==> config.mk <==
export PLATFORM = sky130hd
export DESIGN_NAME = wb_arbiter2
export DESIGN_NICKNAME = d
export VERILOG_FILES = /design/src/rtl/wb_arbiter2.sv
export SDC_FILE = /design/constraint.sdc
export NUM_CORES = 1
export LEC_CHECK = 0
export ABC_AREA = 1
export CORE_AREA = 2 2 125 127
export DETAILED_ROUTE_END_ITERATION = 7
export DIE_AREA = 0 0 127 129
export DONT_BUFFER_PORTS = 1
export PLACE_DENSITY = 0.32
export SETUP_SLACK_MARGIN = 0.2
export SYNTH_ARGS = -nofsm -noshare
export SYNTH_HDL_FRONTEND = slang
export SYNTH_SLANG_ARGS = --single-unit
==> constraint.sdc <==
create_clock -name clk_i -period 4.05 [get_ports clk_i]
set_input_delay 1.215 -clock clk_i [delete_from_list [all_inputs] [get_ports clk_i]]
set_output_delay 1.215 -clock clk_i [all_outputs]
set_load 0.1 [all_outputs]
==> src/rtl/wb_arbiter2.sv <==
`default_nettype none
//============================================================================
// Module      : wb_arbiter2
// Description : Two-master Wishbone classic arbiter. Grants the shared slave
//               path for a whole cyc, arbitrates fixed-priority or
//               round-robin, and aborts a stalled access with a per-transfer
//               no-ack watchdog that returns TIMEOUT_DATA to the owner.
// Revision    : 1.0 - initial release
//============================================================================
module wb_arbiter2 #(
    parameter int                       WB_DATA_WIDTH  = 32,
    parameter int                       WB_ADDR_WIDTH  = 32,
    parameter int                       WB_SEL_WIDTH   = 4,
    parameter int                       ARB_MODE       = 1,
    parameter int                       TIMEOUT_CYCLES = 255,
    parameter logic [WB_DATA_WIDTH-1:0] TIMEOUT_DATA   = 32'hDEAD_BEEF
) (
    input  logic                     clk_i,
    input  logic                     rst_i,
    // master 0 (CPU)
    input  logic [WB_ADDR_WIDTH-1:0] m0_addr_i,
    input  logic [WB_DATA_WIDTH-1:0] m0_data_i,
    input  logic [WB_SEL_WIDTH-1:0]  m0_sel_i,
    input  logic                     m0_we_i,
    input  logic                     m0_stb_i,
    input  logic                     m0_cyc_i,
    output logic                     m0_ack_o,
    output logic [WB_DATA_WIDTH-1:0] m0_data_o,
    // master 1 (external)
    input  logic [WB_ADDR_WIDTH-1:0] m1_addr_i,
    input  logic [WB_DATA_WIDTH-1:0] m1_data_i,
    input  logic [WB_SEL_WIDTH-1:0]  m1_sel_i,
    input  logic                     m1_we_i,
    input  logic                     m1_stb_i,
    input  logic                     m1_cyc_i,
    output logic                     m1_ack_o,
    output logic [WB_DATA_WIDTH-1:0] m1_data_o,
    // slave side
    output logic [WB_ADDR_WIDTH-1:0] s_addr_o,
    output logic [WB_DATA_WIDTH-1:0] s_data_o,
    output logic [WB_SEL_WIDTH-1:0]  s_sel_o,
    output logic                     s_we_o,
    output logic                     s_stb_o,
    output logic                     s_cyc_o,
    input  logic                     s_ack_i,
    input  logic [WB_DATA_WIDTH-1:0] s_data_i,
    // status
    output logic [1:0]               grant_o,
    output logic                     timeout_o,
    input  logic                     timeout_clear_i
);

    localparam logic [1:0]  c_st_idle  = 2'd0;
    localparam logic [1:0]  c_st_own0  = 2'd1;
    localparam logic [1:0]  c_st_own1  = 2'd2;
    localparam logic [1:0]  c_st_abort = 2'd3;

    // Last count value at which a still-unacked strobe expires.
    localparam logic [15:0] c_wd_limit = 16'(TIMEOUT_CYCLES - 1);

    logic [1:0]  r_state;
    logic        r_last_grant;
    logic [15:0] r_wd_cnt;
    logic        r_abort_owner;
    logic        r_timeout;

    logic [1:0]  w_state_nxt;
    logic        w_last_grant_nxt;
    logic        w_abort_owner_nxt;
    logic [15:0] w_wd_cnt_nxt;
    logic        w_tie_pick;
    logic        w_noack;
    logic        w_wd_expire;

    // Which master takes a simultaneous request (1 = m1).
    generate
        if (ARB_MODE == 0) begin : g_fixed_prio
            assign w_tie_pick = 1'b1;
        end else begin : g_round_robin
            assign w_tie_pick = ~r_last_grant;
        end
    endgenerate

    // Owner strobing without an ack this cycle; the watchdog counts these.
    always_comb begin
        w_noack = 1'b0;
        case (r_state)
            c_st_own0: w_noack = m0_stb_i & ~s_ack_i;
            c_st_own1: w_noack = m1_stb_i & ~s_ack_i;
            default:   w_noack = 1'b0;
        endcase
    end

    assign w_wd_expire = w_noack && (r_wd_cnt == c_wd_limit);

    // Next-state, owner-history and abort-owner selection.
    always_comb begin
        w_state_nxt       = r_state;
        w_last_grant_nxt  = r_last_grant;
        w_abort_owner_nxt = r_abort_owner;
        case (r_state)
            c_st_idle: begin
                if (m0_cyc_i && m1_cyc_i) begin
                    w_state_nxt      = w_tie_pick ? c_st_own1 : c_st_own0;
                    w_last_grant_nxt = w_tie_pick;
                end else if (m0_cyc_i) begin
                    w_state_nxt      = c_st_own0;
                    w_last_grant_nxt = 1'b0;
                end else if (m1_cyc_i) begin
                    w_state_nxt      = c_st_own1;
                    w_last_grant_nxt = 1'b1;
                end
            end
            c_st_own0: begin
                if (!m0_cyc_i) begin
                    w_state_nxt = c_st_idle;
                end else if (w_wd_expire) begin
                    w_state_nxt       = c_st_abort;
                    w_abort_owner_nxt = 1'b0;
                end
            end
            c_st_own1: begin
                if (!m1_cyc_i) begin
                    w_state_nxt = c_st_idle;
                end else if (w_wd_expire) begin
                    w_state_nxt       = c_st_abort;
                    w_abort_owner_nxt = 1'b1;
                end
            end
            default: begin
                w_state_nxt = c_st_idle;
            end
        endcase
    end

    // Watchdog restarts on any ack, idle strobe or ownership change.
    always_comb begin
        w_wd_cnt_nxt = 16'd0;
        if ((w_state_nxt == r_state) && w_noack) begin
            w_wd_cnt_nxt = r_wd_cnt + 16'd1;
        end
    end

    // State, arbitration history and watchdog registers.
    always_ff @(posedge clk_i) begin
        if (rst_i) begin
            r_state       <= c_st_idle;
            r_last_grant  <= 1'b1;
            r_wd_cnt      <= 16'd0;
            r_abort_owner <= 1'b0;
        end else begin
            r_state       <= w_state_nxt;
            r_last_grant  <= w_last_grant_nxt;
            r_wd_cnt      <= w_wd_cnt_nxt;
            r_abort_owner <= w_abort_owner_nxt;
        end
    end

    // Sticky timeout flag; a set in the same cycle as a clear takes priority.
    always_ff @(posedge clk_i) begin
        if (rst_i) begin
            r_timeout <= 1'b0;
        end else if (r_state == c_st_abort) begin
            r_timeout <= 1'b1;
        end else if (timeout_clear_i) begin
            r_timeout <= 1'b0;
        end
    end

    // Combinational request/response steering for the current owner.
    always_comb begin
        s_addr_o  = '0;
        s_data_o  = '0;
        s_sel_o   = '0;
        s_we_o    = 1'b0;
        s_stb_o   = 1'b0;
        s_cyc_o   = 1'b0;
        m0_ack_o  = 1'b0;
        m0_data_o = '0;
        m1_ack_o  = 1'b0;
        m1_data_o = '0;
        case (r_state)
            c_st_own0: begin
                s_addr_o  = m0_addr_i;
                s_data_o  = m0_data_i;
                s_sel_o   = m0_sel_i;
                s_we_o    = m0_we_i;
                s_stb_o   = m0_stb_i;
                s_cyc_o   = m0_cyc_i;
                m0_ack_o  = s_ack_i;
                m0_data_o = s_data_i;
            end
            c_st_own1: begin
                s_addr_o  = m1_addr_i;
                s_data_o  = m1_data_i;
                s_sel_o   = m1_sel_i;
                s_we_o    = m1_we_i;
                s_stb_o   = m1_stb_i;
                s_cyc_o   = m1_cyc_i;
                m1_ack_o  = s_ack_i;
                m1_data_o = s_data_i;
            end
            c_st_abort: begin
                // Slave side stays released; the stalled owner gets a
                // synthetic ack carrying the timeout pattern.
                if (r_abort_owner) begin
                    m1_ack_o  = 1'b1;
                    m1_data_o = TIMEOUT_DATA;
                end else begin
                    m0_ack_o  = 1'b1;
                    m0_data_o = TIMEOUT_DATA;
                end
            end
            default: begin
                s_cyc_o = 1'b0;
            end
        endcase
    end

    // Owner decode of the registered state; the aborted owner stays visible.
    always_comb begin
        grant_o = 2'b00;
        case (r_state)
            c_st_own0:  grant_o = 2'b01;
            c_st_own1:  grant_o = 2'b10;
            c_st_abort: grant_o = r_abort_owner ? 2'b10 : 2'b01;
            default:    grant_o = 2'b00;
        endcase
    end

    assign timeout_o = r_timeout;

endmodule
`default_nettype wire

# --- Word-level counts from Yosys, hierarchy flattened ---
# Cells that the tools add are included.
classes:
  n_eq_ne: 9
  bitwise: 5
  add_sub_neg: 1
  mux: 35
  n_reduce_logical: 10
op_table:
  columns: ["operator", "count"]
  rows:
  - ["$pmux 32 s2", 4]
  - ["$mux 32", 2]
  - ["$add 16x1->16 const B", 1]
  - ["$eq 16x8->1 const B", 1]
  - ["$mux 2", 8]
  - ["$pmux 1 s2", 7]
  - ["$pmux 2 s3", 2]
  - ["$mux 1", 11]
  - ["$ne 2x2->1 const B", 4]
  - ["$pmux 4 s2", 1]
  - ["$reduce_and 5->1", 1]
  - ["$eq 2x2->1 const B", 2]
  - ["$reduce_bool 2->1", 2]
  - ["$logic_and 1x1->1", 3]
  - ["$not 1->1", 3]
  - ["$reduce_bool 3->1", 1]
  - ["$and 1x1->1", 2]
  - ["$eq 2x1->1 const B", 1]
  - ["$eq 2x2->1", 1]
  - ["$logic_not 2->1", 1]
  - ["$reduce_and 2->1", 1]
  - ["$reduce_or 2->1", 1]
word_totals:
  ff_bits: 21
  input_bits: 178

# --- Logic depth before layout (Yosys ltp) ---
depth:
  ltp_word: 11
  ltp_mapped: 15

# --- Least setup slack after synthesis ---
# Ideal clock, no wire load.
synth_timing:
  path_kind: "input to output"
  from: "in s_ack_i"
  to: "out m1_ack_o"
  t_arrival_ps: 3507
  path_buffers: 0
  path_slack_ps: -672
  path_stages: 2
  cell_sequence: "inv_1 > o31ai_1"
synth_between:
  elab_chain_cells: 1
synth_lines:
  columns: ["item", "line", "text"]
  rows:
  - ["from (decl)", "45", "input logic s_ack_i,"]
  - ["$pmux 1 s2", "182", "case (r_state)"]
  - ["to (decl)", "36", "output logic m1_ack_o,"]
# No other way between the ends.

# --- Worst setup path after layout ---
layout_timing:
  from: "reg r_state[1]"
  to: "out s_addr_o[27]"
layout_between:
  elab_chain_cells: 2
layout_lines:
  columns: ["item", "line", "text"]
  rows:
  - ["from (decl)", "61", "logic [1:0] r_state;"]
  - ["from (signal assigned)", "147", "r_state <= c_st_idle;"]
  - ["from (signal assigned)", "152", "r_state <= w_state_nxt;"]
  - ["$eq 2x2->1 or $eq 2x1->1 (tied branches)", "182", null]
  - ["$pmux 32 s2 *", "182", null]
  - ["to (decl)", "39", "output logic [WB_ADDR_WIDTH-1:0] s_addr_o,"]
# Mark *: on every way between the ends. The rest lies on a longest branch, timed or not.

==> out/qor.txt <==
====================================================================================
Synth Cell Area                                                            2840 um^2
Ratio of cells with drive above 1 in the final layout                          41.8%
Number of buffers inserted for hold repair after clock tree synthesis              0
Critical path buffers and inverters                                                3
Post-CTS repair timing setup buffer count                                          0
Total placed cells including tap cells                                           849
Die area                                                                  16400 um^2
Reg-to-reg setup timing slack                                                1.25 ns
Flop and latch count out of synthesis                                             21
Worst endpoint data arrival time                                             2.31 ns
Clk sinks                                                                         21
Area added between synthesis and finish                                        64.6%
Hold crit path type                                                       reg -> reg
Cell type group with the largest total delay on the critical path       buffers and inverters
Hold Path Origin                                                        r_abort_owner$_SDFFE_PP0P_
NumNets Final                                                                    851
Nature of the critical path endpoint                                    primary output
Top-level I/O count                                                              318
Hold Path Sink                                                          r_abort_owner$_SDFFE_PP0P_
Clock slew at reported path FFs                                              0.07 ns
Slew at the pin closest to its max-slew limit                               0.965 ns
Post-Route Setup TNS                                                            0 ns
Number of design rule violations left after detail routing                         0
GRT Util Overall                                                               16.5%
Via count of the routed design                                                  3929
Required arrival time at the worst endpoint                                  2.83 ns
Cell type of the slowest stage on the worst timing path                         ha_4
Routed Wire Length                                                          14500 um
Antenna violations before repair                                                   0
Category of the most critical setup path                                  reg -> out
Total of cells resized after clock tree synthesis                                  0
TritonCTS clock tree                                                           built
Max FO, Critical Path                                                             49
Final instance area                                                        4680 um^2
Initial Util                                                                   19.0%
Cell type with the largest total area after synthesis                        nand2_1
Slowest Stage Delay on Critical Path                                         0.50 ns
Average wire per standard cell                                               17.0 um
Buffers added on ports                                                             0
Cell area power density                                                  290 nW/um^2
Final number of max-transition violations                                          0
DRT Pass-1 Iters                                                                   4
Final number of setup-violating endpoints                                          0
Worst slew margin relative to its limit                                        35.6%
Hpwl dp                                                                     12100 um
Final critical-path share of the clock period                                  87.1%
Highest achievable clock rate                                                283 MHz
Number of global-route vias before repair                                       3687
GR Overflow Total                                                                  0
Maximum count of clock buffers along a single path                                 2
Type of element launching the critical path                                 register
Final cell count without fillers                                                 853
Die height                                                                    129 um
Layout fillers                                                                  1697
Synthesized netlist cell count                                                   549
Status                                                                  complete, no violations
Share of Yosys cell area claimed by the top area cell type                     33.0%
Worst skew pair latency                                                      0.26 ns
Distinct cell type count of the synthesized netlist                               29
Horiz. Die Dim                                                                127 um
Cell depth of the worst flop-to-flop path                                         13
Clock Skews                                                               0.00773 ns
Sequence of cells on the critical path                                  inv_1 > ha_4 > buf_4 > nand2_1 > a21oi_2 > buf_4
DR iter-0 viols                                                                  233
Clock buffers created by TritonCTS                                                 3
Synthesized Nets                                                                 734
Static power due to leakage                                                  2.01 nW
Core Footprint                                                            15000 um^2
Time the worst path needs with I/O delays and setup                          3.53 ns
Cell repeated most along the worst path                                        buf_4
Proportion of synthesized chip area in sequential cells                        14.8%
Placement Cell Area                                                        4600 um^2
Number of core rows                                                               45
Max VDD drop                                                              0.000187 V
Launch instance of the worst register-to-register path                  r_state[0]$_SDFF_PP0_
Routability congestion estimate                                                0.890
Number of antenna-violating nets in the routed design                              0
Setup repair after global routing missed its margin                               no
Count of endpoints failing hold in the final timing report                         0
Hold Path Depth                                                                    2
Root Driver                                                                clkbuf_16
Vias per Instance                                                               4.61
Total power draw                                                             1.36 mW
Wire length of the first global-routing pass                                21400 um
Final antenna diode count                                                          0
Synth area leaders                                                      nand2_1, dfxtp_1, a21oi_1
Maximum number of pins on one net before global-route repair                      50
Endpoint of the worst-slack reg-to-reg timing path                      r_wd_cnt[7]$_SDFF_PP0_
Number of synthesis warnings                                                       0
H-Tree Depth                                                                       1
Max-cap violation count                                                            0
Synthesized area per cell                                                  5.18 um^2
====================================================================================
## cell usage after synthesis
master / n
a211oi_1: 1
nand2_4: 1
buf_1: 1
nor4_1: 2
xnor2_1: 4
nor3_1: 7
buf_2: 1
inv_2: 3
nor4_2: 1
nor3_2: 10
nor2_1: 20
buf_6: 2
nand3_2: 1
o211ai_1: 2
nor3b_1: 1
inv_1: 46
xor2_1: 9
nor2_2: 2
clkbuf_1: 33
nand2_1: 250
ha_1: 7
nand3_1: 10
a21oi_1: 74
o31ai_1: 4
a311o_1: 1
dfxtp_1: 21
nand2_2: 2
nand4_1: 4
o21ai_0: 29
## area by class of cell
class,instances,area (um^2),area share (%)
clock buffers,3,75.1,1.61
repair buffers,149,1220,26.1
well taps,188,235,5.03
inverters,49,186,3.99
multi-input cells,442,2540,54.2
clock inverters,1,5.00,0.107
flip-flops and latches,21,420,8.99
## registers in the layout (all words and copies together) (netlist names)
name and flops:
r_wd_cnt 16, r_abort_owner 1, r_last_grant 1, timeout_o 1, r_state 2
## worst min-delay path, stage by stage, from the launching register on
cell      delay, ns
dfxtp_1        0.31
inv_1          0.06
a211oi_1       0.06
## metrics by stage
| step | hold slack (ns) | setup slack, ns | util [%] |
|---|---|---|---|
| after global routing | 0.505 | 0.325 | 31.2 |
| after detailed placement | 0.471 | 0.784 | 30.7 |
| after floorplan | 0.452 | 0.181 | - |
| final | 0.483 | 0.522 | 31.2 |
| after global placement | 0.468 | 0.821 | 30.7 |
| after CTS | 0.482 | 0.502 | 31.2 |
## logic make-up (layout without fill, tap and decap cells)
kind of cell / count (synthesis) / in the layout / synth area share [%]
compound gates: 111 / 111 / 20.3
buf+inv: 86 / 202 / 11.9
fa+ha+maj: 7 / 7 / 3.08
simple gates: 311 / 311 / 45.8
flops: 21 / 21 / 14.8
xor+xnor: 13 / 13 / 4.01
## placed cells by master (no fill, tap or decap)
master,instances
nor3b_1,1
nor4_2,1
nand2_4,1
nand3_1,10
nor3_2,10
o21ai_2,25
xor2_1,9
clkinv_2,1
ha_4,2
inv_1,46
a211oi_1,1
nor2_2,3
a311o_1,1
dfxtp_1,21
a21oi_1,2
nand3_2,1
a21oi_2,72
o21ai_0,4
xnor2_1,4
nor3_1,7
nor4_1,2
nand2_2,2
ha_1,5
o31ai_4,4
nor2_1,18
nor2_4,1
o211ai_1,2
nand2_1,250
inv_2,2
inv_4,1
buf_12,8
clkbuf_16,3
buf_4,141
nand4_1,4
## power by group
group | internal [mW] | switching, mW
Sequential | 0.210 | 0.00633
Clock | 0.133 | 0.0814
Combinational | 0.172 | 0.754
## routing by layer
metal | up-vias | GRT usage (%) | wire length (um)
li1 | 1963 | - | -
met1 | 1771 | 20.4 | 5900
met2 | 177 | 29.5 | 7260
met3 | 18 | 3.49 | 1100
met4 | 0 | 3.43 | 280
met5 | - | 0 | 0
## worst max path at each step
stage	start	end	slack [ns]	cells past startpoint
2_1_floorplan	s_ack_i	m1_ack_o	0.18	2
3_3_place_gp	r_state[1]$_SDFF_PP0_	s_sel_o[1]	0.82	6
3_5_place_dp	r_state[1]$_SDFF_PP0_	s_sel_o[1]	0.78	6
4_1_cts	r_state[1]$_SDFF_PP0_	s_sel_o[1]	0.50	6
5_1_grt	r_state[1]$_SDFF_PP0_	s_sel_o[1]	0.32	6
6_report	r_state[1]$_SDFF_PP0_	s_addr_o[27]	0.52	6
Power figures use the tool's default switching activity.
